**src/rtl/pad_attr_cfg_pkg.sv**
```systemverilog
// rtl/pad_attr_cfg_pkg.sv - shared types and constants for the pad attribute config controller
// Contents: FSM state enum, latched-request struct (sized for the widest
// supported configuration), and the lock-bit position helper.
package pad_attr_cfg_pkg;

    // Upper bounds for the latched-request fields; instances narrower than
    // these zero-extend into the struct.
    localparam int ATTR_W_MAX = 64;
    localparam int IDX_W_MAX  = 8;
    localparam int REQ_W_MAX  = 8;

    typedef enum logic [1:0] {
        IDLE,
        APPLY,
        RESP,
        SETTLE
    } pad_attr_state_e;

    typedef struct packed {
        logic                  write;
        logic [IDX_W_MAX-1:0]  idx;
        logic [ATTR_W_MAX-1:0] attr;
        logic [REQ_W_MAX-1:0]  winner;
    } pad_attr_req_t;

    // The lock request travels in the top attribute bit.
    function automatic int pad_attr_lock_bit(input int attr_w);
        return attr_w - 1;
    endfunction

endpackage

```
**src/rtl/pad_attr_rr_arb.sv**
```systemverilog
// rtl/pad_attr_rr_arb.sv - combinational round-robin winner select
// Ports: valid  - request vector
//        ptr    - highest-priority requester index
//        grant  - one-hot grant (zero when nothing valid)
//        winner - index of the granted requester
//        any    - at least one request valid
module pad_attr_rr_arb #(
    parameter int NumReq = 4,
    parameter int IdxW   = (NumReq > 1) ? $clog2(NumReq) : 1
) (
    input  logic [NumReq-1:0] valid,
    input  logic [IdxW-1:0]   ptr,
    output logic [NumReq-1:0] grant,
    output logic [IdxW-1:0]   winner,
    output logic              any
);

    // Scan offsets 0..NumReq-1 from the pointer; the first valid hit wins.
    always_comb begin
        grant  = '0;
        winner = '0;
        any    = 1'b0;
        for (int off = 0; off < NumReq; off++) begin
            for (int j = 0; j < NumReq; j++) begin
                if (!any && valid[j] && (j == (int'(ptr) + off) % NumReq)) begin
                    any      = 1'b1;
                    grant[j] = 1'b1;
                    winner   = IdxW'(j);
                end
            end
        end
    end

endmodule

```
**src/rtl/pad_attr_cfg_ctrl.sv**
```systemverilog
// rtl/pad_attr_cfg_ctrl.sv - arbitrated, WARL-masked pad attribute register bank with settle gap
// Optional build macro: PAD_ATTR_LOCK_EN (per-pad sticky lock via attribute bit AttrW-1).
// Ports: clk_i/rst_i          - clock, synchronous active-high reset
//        req_valid/ready/write/pad/attr - per-requester request channel (packed)
//        warl_mask_i          - supported attribute bits
//        rsp_valid_o/attr/err - one-cycle response to the granted requester
//        pad_attr_o           - current attribute per pad (packed)
//        pad_attr_upd_o       - per-pad write strobe, aligned with the response
//        busy_o               - controller not in IDLE
module pad_attr_cfg_ctrl
    import pad_attr_cfg_pkg::*;
#(
    parameter int NumReq       = 4,
    parameter int NumPads      = 8,
    parameter int AttrW        = 32,
    parameter int SettleCycles = 3,
    parameter int PadIdxW      = $clog2(NumPads + 1)
) (
    input  logic                      clk_i,
    input  logic                      rst_i,
    input  logic [NumReq-1:0]         req_valid_i,
    output logic [NumReq-1:0]         req_ready_o,
    input  logic [NumReq-1:0]         req_write_i,
    input  logic [NumReq*PadIdxW-1:0] req_pad_i,
    input  logic [NumReq*AttrW-1:0]   req_attr_i,
    input  logic [AttrW-1:0]          warl_mask_i,
    output logic [NumReq-1:0]         rsp_valid_o,
    output logic [AttrW-1:0]          rsp_attr_o,
    output logic                      rsp_err_o,
    output logic [NumPads*AttrW-1:0]  pad_attr_o,
    output logic [NumPads-1:0]        pad_attr_upd_o,
    output logic                      busy_o
);

    localparam int ReqIdxW = (NumReq > 1) ? $clog2(NumReq) : 1;
    localparam int CntW    = (SettleCycles > 1) ? $clog2(SettleCycles) : 1;
    localparam bit HasSettle = (SettleCycles > 0);
    localparam logic [CntW-1:0] SettleLoad = HasSettle ? CntW'(SettleCycles - 1) : '0;

    pad_attr_state_e    state_q;
    pad_attr_req_t      req_q;
    logic [ReqIdxW-1:0] ptr_q;
    logic [CntW-1:0]    cnt_q;
    logic [AttrW-1:0]   pad_q [NumPads];

`ifdef PAD_ATTR_LOCK_EN
    localparam int PAD_ATTR_LOCK_BIT = pad_attr_lock_bit(AttrW);
    logic [NumPads-1:0] lock_q;
    logic               cur_lock;
`endif

    logic [NumReq-1:0]  grant;
    logic [ReqIdxW-1:0] winner;
    logic               grant_any;

    logic               sel_write;
    logic [PadIdxW-1:0] sel_pad;
    logic [AttrW-1:0]   sel_attr;

    logic [AttrW-1:0]   cur_attr;
    logic [AttrW-1:0]   masked;
    logic [AttrW-1:0]   new_attr;
    logic               idx_ok;
    logic               apply_err;
    logic               apply_wr;

    pad_attr_rr_arb #(
        .NumReq (NumReq),
        .IdxW   (ReqIdxW)
    ) u_arb (
        .valid  (req_valid_i),
        .ptr    (ptr_q),
        .grant  (grant),
        .winner (winner),
        .any    (grant_any)
    );

    // Ready is the grant itself, only offered in IDLE and never during reset.
    assign req_ready_o = (state_q == IDLE && !rst_i) ? grant : '0;
    assign busy_o      = (state_q != IDLE);

    for (genvar p = 0; p < NumPads; p++) begin : g_pad_out
        assign pad_attr_o[p*AttrW +: AttrW] = pad_q[p];
    end

    // Payload mux of the granted requester.
    always_comb begin
        sel_write = 1'b0;
        sel_pad   = '0;
        sel_attr  = '0;
        for (int i = 0; i < NumReq; i++) begin
            if (grant[i]) begin
                sel_write = req_write_i[i];
                sel_pad   = req_pad_i[i*PadIdxW +: PadIdxW];
                sel_attr  = req_attr_i[i*AttrW +: AttrW];
            end
        end
    end

    // APPLY decision: range check (and lock check), masked write value and
    // the post-write value returned in the response.
    always_comb begin
        cur_attr = '0;
        idx_ok   = 1'b0;
`ifdef PAD_ATTR_LOCK_EN
        cur_lock = 1'b0;
`endif
        for (int p = 0; p < NumPads; p++) begin
            if (req_q.idx == IDX_W_MAX'(p)) begin
                cur_attr = pad_q[p];
                idx_ok   = 1'b1;
`ifdef PAD_ATTR_LOCK_EN
                cur_lock = lock_q[p];
`endif
            end
        end
        masked = AttrW'(req_q.attr & ATTR_W_MAX'(warl_mask_i));
`ifdef PAD_ATTR_LOCK_EN
        // The lock request bit is consumed, never stored.
        masked[PAD_ATTR_LOCK_BIT] = 1'b0;
        apply_err = !idx_ok || (req_q.write && cur_lock);
`else
        apply_err = !idx_ok;
`endif
        apply_wr = req_q.write && !apply_err;
        new_attr = apply_wr ? masked : cur_attr;
    end

    always_ff @(posedge clk_i) begin
        if (rst_i) begin
            state_q        <= IDLE;
            req_q          <= '0;
            ptr_q          <= '0;
            cnt_q          <= '0;
            rsp_valid_o    <= '0;
            rsp_attr_o     <= '0;
            rsp_err_o      <= 1'b0;
            pad_attr_upd_o <= '0;
            for (int p = 0; p < NumPads; p++) begin
                pad_q[p] <= '0;
            end
`ifdef PAD_ATTR_LOCK_EN
            lock_q <= '0;
`endif
        end else begin
            rsp_valid_o    <= '0;
            rsp_attr_o     <= '0;
            rsp_err_o      <= 1'b0;
            pad_attr_upd_o <= '0;
            case (state_q)
                IDLE: begin
                    if (grant_any) begin
                        req_q <= '{write:  sel_write,
                                   idx:    IDX_W_MAX'(sel_pad),
                                   attr:   ATTR_W_MAX'(sel_attr),
                                   winner: REQ_W_MAX'(winner)};
                        state_q <= APPLY;
                    end
                end
                APPLY: begin
                    for (int p = 0; p < NumPads; p++) begin
                        if (apply_wr && req_q.idx == IDX_W_MAX'(p)) begin
                            pad_q[p]          <= masked;
                            pad_attr_upd_o[p] <= 1'b1;
`ifdef PAD_ATTR_LOCK_EN
                            if (req_q.attr[PAD_ATTR_LOCK_BIT]) begin
                                lock_q[p] <= 1'b1;
                            end
`endif
                        end
                    end
                    for (int i = 0; i < NumReq; i++) begin
                        rsp_valid_o[i] <= (req_q.winner == REQ_W_MAX'(i));
                    end
                    rsp_attr_o <= apply_err ? '0 : new_attr;
                    rsp_err_o  <= apply_err;
                    state_q    <= RESP;
                end
                RESP: begin
                    if (req_q.winner == REQ_W_MAX'(NumReq - 1)) begin
                        ptr_q <= '0;
                    end else begin
                        ptr_q <= ReqIdxW'(req_q.winner + REQ_W_MAX'(1));
                    end
                    // A successful write is exactly the case that raised a strobe.
                    if (HasSettle && (|pad_attr_upd_o)) begin
                        cnt_q   <= SettleLoad;
                        state_q <= SETTLE;
                    end else begin
                        state_q <= IDLE;
                    end
                end
                SETTLE: begin
                    if (cnt_q == '0) begin
                        state_q <= IDLE;
                    end else begin
                        cnt_q <= cnt_q - CntW'(1);
                    end
                end
                default: state_q <= IDLE;
            endcase
        end
    end

endmodule

```
**config.mk**
```make
export PLATFORM = sky130hd
export DESIGN_NAME = pad_attr_cfg_ctrl
export DESIGN_NICKNAME = d
export VERILOG_FILES = /design/src/rtl/pad_attr_cfg_pkg.sv /design/src/rtl/pad_attr_rr_arb.sv /design/src/rtl/pad_attr_cfg_ctrl.sv
export SDC_FILE = /design/constraint.sdc
export NUM_CORES = 1
export LEC_CHECK = 0
export BUFFER_PORTS_ARGS = -buffer_cell sky130_fd_sc_hd__buf_2
export CORE_AREA = 5 5 190 192
export DETAILED_ROUTE_END_ITERATION = 10
export DIE_AREA = 0 0 195 197
export MAX_ROUTING_LAYER = met4
export PLACE_DENSITY_LB_ADDON = 0.08
export SYNTH_ARGS = -nofsm -noshare
export SYNTH_HDL_FRONTEND = slang
export SYNTH_SLANG_ARGS = --single-unit
```
**constraint.sdc**
```tcl
create_clock -name clk_i -period 5.6 [get_ports clk_i]
set_input_delay 1.12 -clock clk_i [delete_from_list [all_inputs] [get_ports clk_i]]
set_output_delay 1.12 -clock clk_i [all_outputs]
set_load 0.1 [all_outputs]
```
==> flow_results.org <==
** Run status
- The run finished with clean final reports.

** STA
- Achievable frequency :: 250 MHz
- Relative slew slack :: 17.9%
- After layout, the worst path uses between 70% and 80% of the clock period.
- Worst Slack Setup Final :: 1.59 ns
- Final total negative setup slack :: 0 ns
- Between clock sinks in the finished design, the worst skew comes to 0.0189 ns.
- Tmin final :: 4.01 ns
- Hold slack :: 0.457 ns
- Number of setup violations in the final report :: 0
- Setup repair after global routing left no endpoint under its margin.
- The number of failing hold endpoints at the final stage is 0.
- The count of pins over their slew limit was 0.
- Slew at the pin with the worst max-slew slack :: 1.23 ns

** Pwr
- For this design the ratio of total power to cell area is 365 nW/µm².
- After layout, the design draws a total of 7.04 mW.
- VDD sags by at most between 0.0002 and 0.0003 V.
- Static Leakage :: 8.03 nW

** Yosys
- The number of nets handed over by synthesis was 1482.
- Of the synthesized area, sequential elements account for 61.5%.
- Area share of the leading cell type in the synthesized netlist :: 49.8%
- After synthesis the netlist holds a flip-flop and latch count of 346.
- The largest total area in the synthesized netlist belongs to edfxtp_1.
- Async S/R FF share, synth :: 0%
- Unique masters post-synth :: 58
- During synthesis, Yosys emitted a total of 0 warnings.
- After synthesis, the mean cell area works out to 12.0 µm².
- Largest cells by area after synthesis :: edfxtp_1 (50%), dfxtp_1 (12%), nor2_1 (7.1%), mux2i_1 (3.4%), o41ai_2 (3.2%)
- Number of standard cells after synthesis :: 1291
- Mapped Area :: 15400 µm²
- Primary FF master, synth :: edfxtp_1
- In this run, synthesis inferred around 260 flip-flops with an integrated enable.

** Placement
- Placed wire-length estimate after detailed placement :: 43.5 mm
- During placement, the flow inserted port buffers numbering ~500.
- Dpl cell area :: 18100 µm²
- Final weighted congestion in routability-driven placement :: 0.956
- Setup slack after placement :: about 1.6 ns

** Detailed routing
- The first detailed-routing pass ran for 5 iterations.
- Detailed-route via count :: 12600
- After detailed routing, the average wire length per cell comes to approximately 27 µm.
- Antenna violation net count after detailed routing :: 0
- After detailed routing, the number of remaining DRC violations is 0.
- Routed wire length :: 60.5 mm
- After detailed routing, the number of vias per cell comes to roughly 5.7.
- The first routing iteration left approximately 1100 violations.

** CTS
- The number of gates resized after CTS was 0.
- CTS tree :: built
- In this run, post-CTS hold repair placed 0 buffers.
- No sink is reached through more buffers than the 3 on the longest clock path.
- After clock tree synthesis, the clock-pin slew on the worst setup and hold paths is 0.06 ns.
- Clock latency on the worst-skew pair :: 0.53 ns
- In this run the post-CTS setup repair buffer count came out at 0.
- Buffers inserted during clock tree synthesis total 38.
- Number of sinks handled by clock tree synthesis :: 346
- The H-tree was split into 2 levels.
- Master cell of the clock root buffer :: clkbuf_16

** Setup path
- Worst EP required :: ~4.5 ns
- Nature of the critical path endpoint :: primary output
- Grouping stages by cell kind, the critical path spends the most delay in buffers and inverters.
- For this run, the slowest stage of the critical path takes 0.45 ns.
- The critical path goes through buf_2 > or2_1 > nand2_1 > o211a_1 > buf_4 > inv_1 > nor2_1 > buf_2.
- Largest fanout of any net on the critical path :: 38
- The largest individual stage delay along the critical path comes from the cell buf_4.
- The critical path starts at req_valid_i[0].
- The worst setup path is launched from a primary input.
- At the worst endpoint, the arrival time is 2.89 ns.
- Together, buffers and inverters on the worst path number 4.
- Critical path class :: primary input to primary output
- Worst reg2reg path startpoint :: req_q[80]
- Top cell by count, worst path :: buf_2

** Die
- Die area :: 38400 µm²
- The floorplan has 68 rows.
- # IOs :: 492
- After floorplanning, the core was sized to cover around 34000 µm².
- The floorplan step set the die height to 197 µm.
- Starting density of the core :: 45.1%
- In this run the horizontal extent of the chip is between 150 and 200 µm.

** GRT
- The number of global-route vias before repair was 12500.
- In the global route stage, met2 resource usage came out at ~50%.
- Initial antenna violation count :: 7
- Summed over all layers, the global routing overflow is 0.
- Global routing consumed, on the met3 layer, 6.91% of the routing resources.
- First-pass GRT wire length :: 85.3 mm
- Pin count of the biggest net entering global routing :: 61
- Combined global-route utilization of all metal layers :: 30.8%
- Met1 global-route usage :: about two fifths
- The layer flagged by global routing as most heavily used is met2.

** Finish
- After filler insertion, the fill cell instance count of the layout stands at 3080.
- After routing the design area is 19300 µm².
- The library cell used most frequently in the layout, excluding fill and tap cells, is buf_2.
- The post-route netlist has 40.0% of its cells at a drive strength greater than 1.
- Leading cell types in the layout, fill and taps excluded :: buf_2 (491), nor2_1 (291), edfxtp_1 (256), dfxtp_1 (87), nand2_1 (77)
- Compared with the post-synthesis result, the final layout area differs by 24.9%.
- At the end of the flow, the number of nets in the layout was 1906.

** Job
- Max_cap viols :: 0

** Min path
- The worst hold path begins at req_q[19].
- Kind of path behind the tightest hold check :: flop to flop
## final cells by class
class | count | area, µm² | area share (%)
clock buffers | 56 | 1090 | 5.64
clock inverters | 12 | 113 | 0.584
diodes | 3 | 7.51 | 0.0389
well taps | 455 | 569 | 2.95
flip-flops and latches | 346 | 9500 | 49.2
inverters | 43 | 161 | 0.837
repair buffers | 507 | 2580 | 13.4
multi-input cells | 779 | 5270 | 27.3
## per-stage QoR
step | std cells | utilization [%]
after floorplan | 1291 | -
after global placement | 2130 | 52.9
after detailed placement | 2130 | 52.9
after CTS | 2198 | 56.4
after global routing | 2201 | 56.4
final | 2201 | 56.4
## cell usage after synthesis, drive strengths merged, types with 4 or more instances
cell,n
a211oi,24
o221ai,18
o21ai,8
inv,43
o41ai,37
or3,4
mux2,6
buf,48
or2,37
mux2i,52
nand3,5
nand2b,14
nor2,293
and2,6
o21a,4
edfxtp,256
clkbuf,75
nand2,82
nor3,10
o22ai,8
a22o,7
nor2b,9
dfxtp,90
a221oi,55
a21oi,40
mux4,20
a31oi,5
ha,5
## logic make-up after synthesis
family | after synthesis | share of synthesized area [%]
compound gates | 230 | 13.7
fa+ha+maj | 5 | 0.405
buf+inv | 166 | 4.90
flops | 346 | 61.5
mux | 78 | 6.73
simple gates | 466 | 12.8
## worst paths after layout
kind | to | slack (ns) | depth (start not counted)
worst max register to register | pad_q[1][51] | 1.81 | 4
worst max-delay path | req_ready_o[1] | 1.59 | 8
worst min register to register | req_q[19] | 0.46 | 2
worst min-delay path | req_q[19] | 0.46 | 2
## power breakdown
part           internal [mW]  leakage [nW]  switching (mW)
combinational          0.351          4.06            1.24
clock                   1.40         0.583            1.03
sequential              2.89          3.39           0.131
total                   4.64          8.03            2.39
## registers in the layout, indices dropped and copies added, names as in the netlist
register        flops
req_q              39
pad_attr_upd_o      8
ptr_q               2
rsp_attr_o         32
state_q             2
rsp_err_o           1
cnt_q               2
pad_q             256
rsp_valid_o         4
## worst register-to-register path, stage by stage (launching register included)
cell      delay [ns]
dfxtp_2         0.87
nand2_1         0.31
nor3_1          0.47
nand2_2         0.67
nand2b_2        1.08
## metal layers
| metal | routed length (µm) | up-vias | part of all wire (%) |
|---|---|---|---|
| met1 | 23700 | 6249 | 39 |
| met2 | 29300 | 671 | 48 |
| met3 | 5540 | 96 | 9.2 |
| li1 | - | 5557 | - |
| met5 | 0 | - | 0 |
| met4 | 1980 | 0 | 3.3 |
Power figures use the tool's default switching activity.
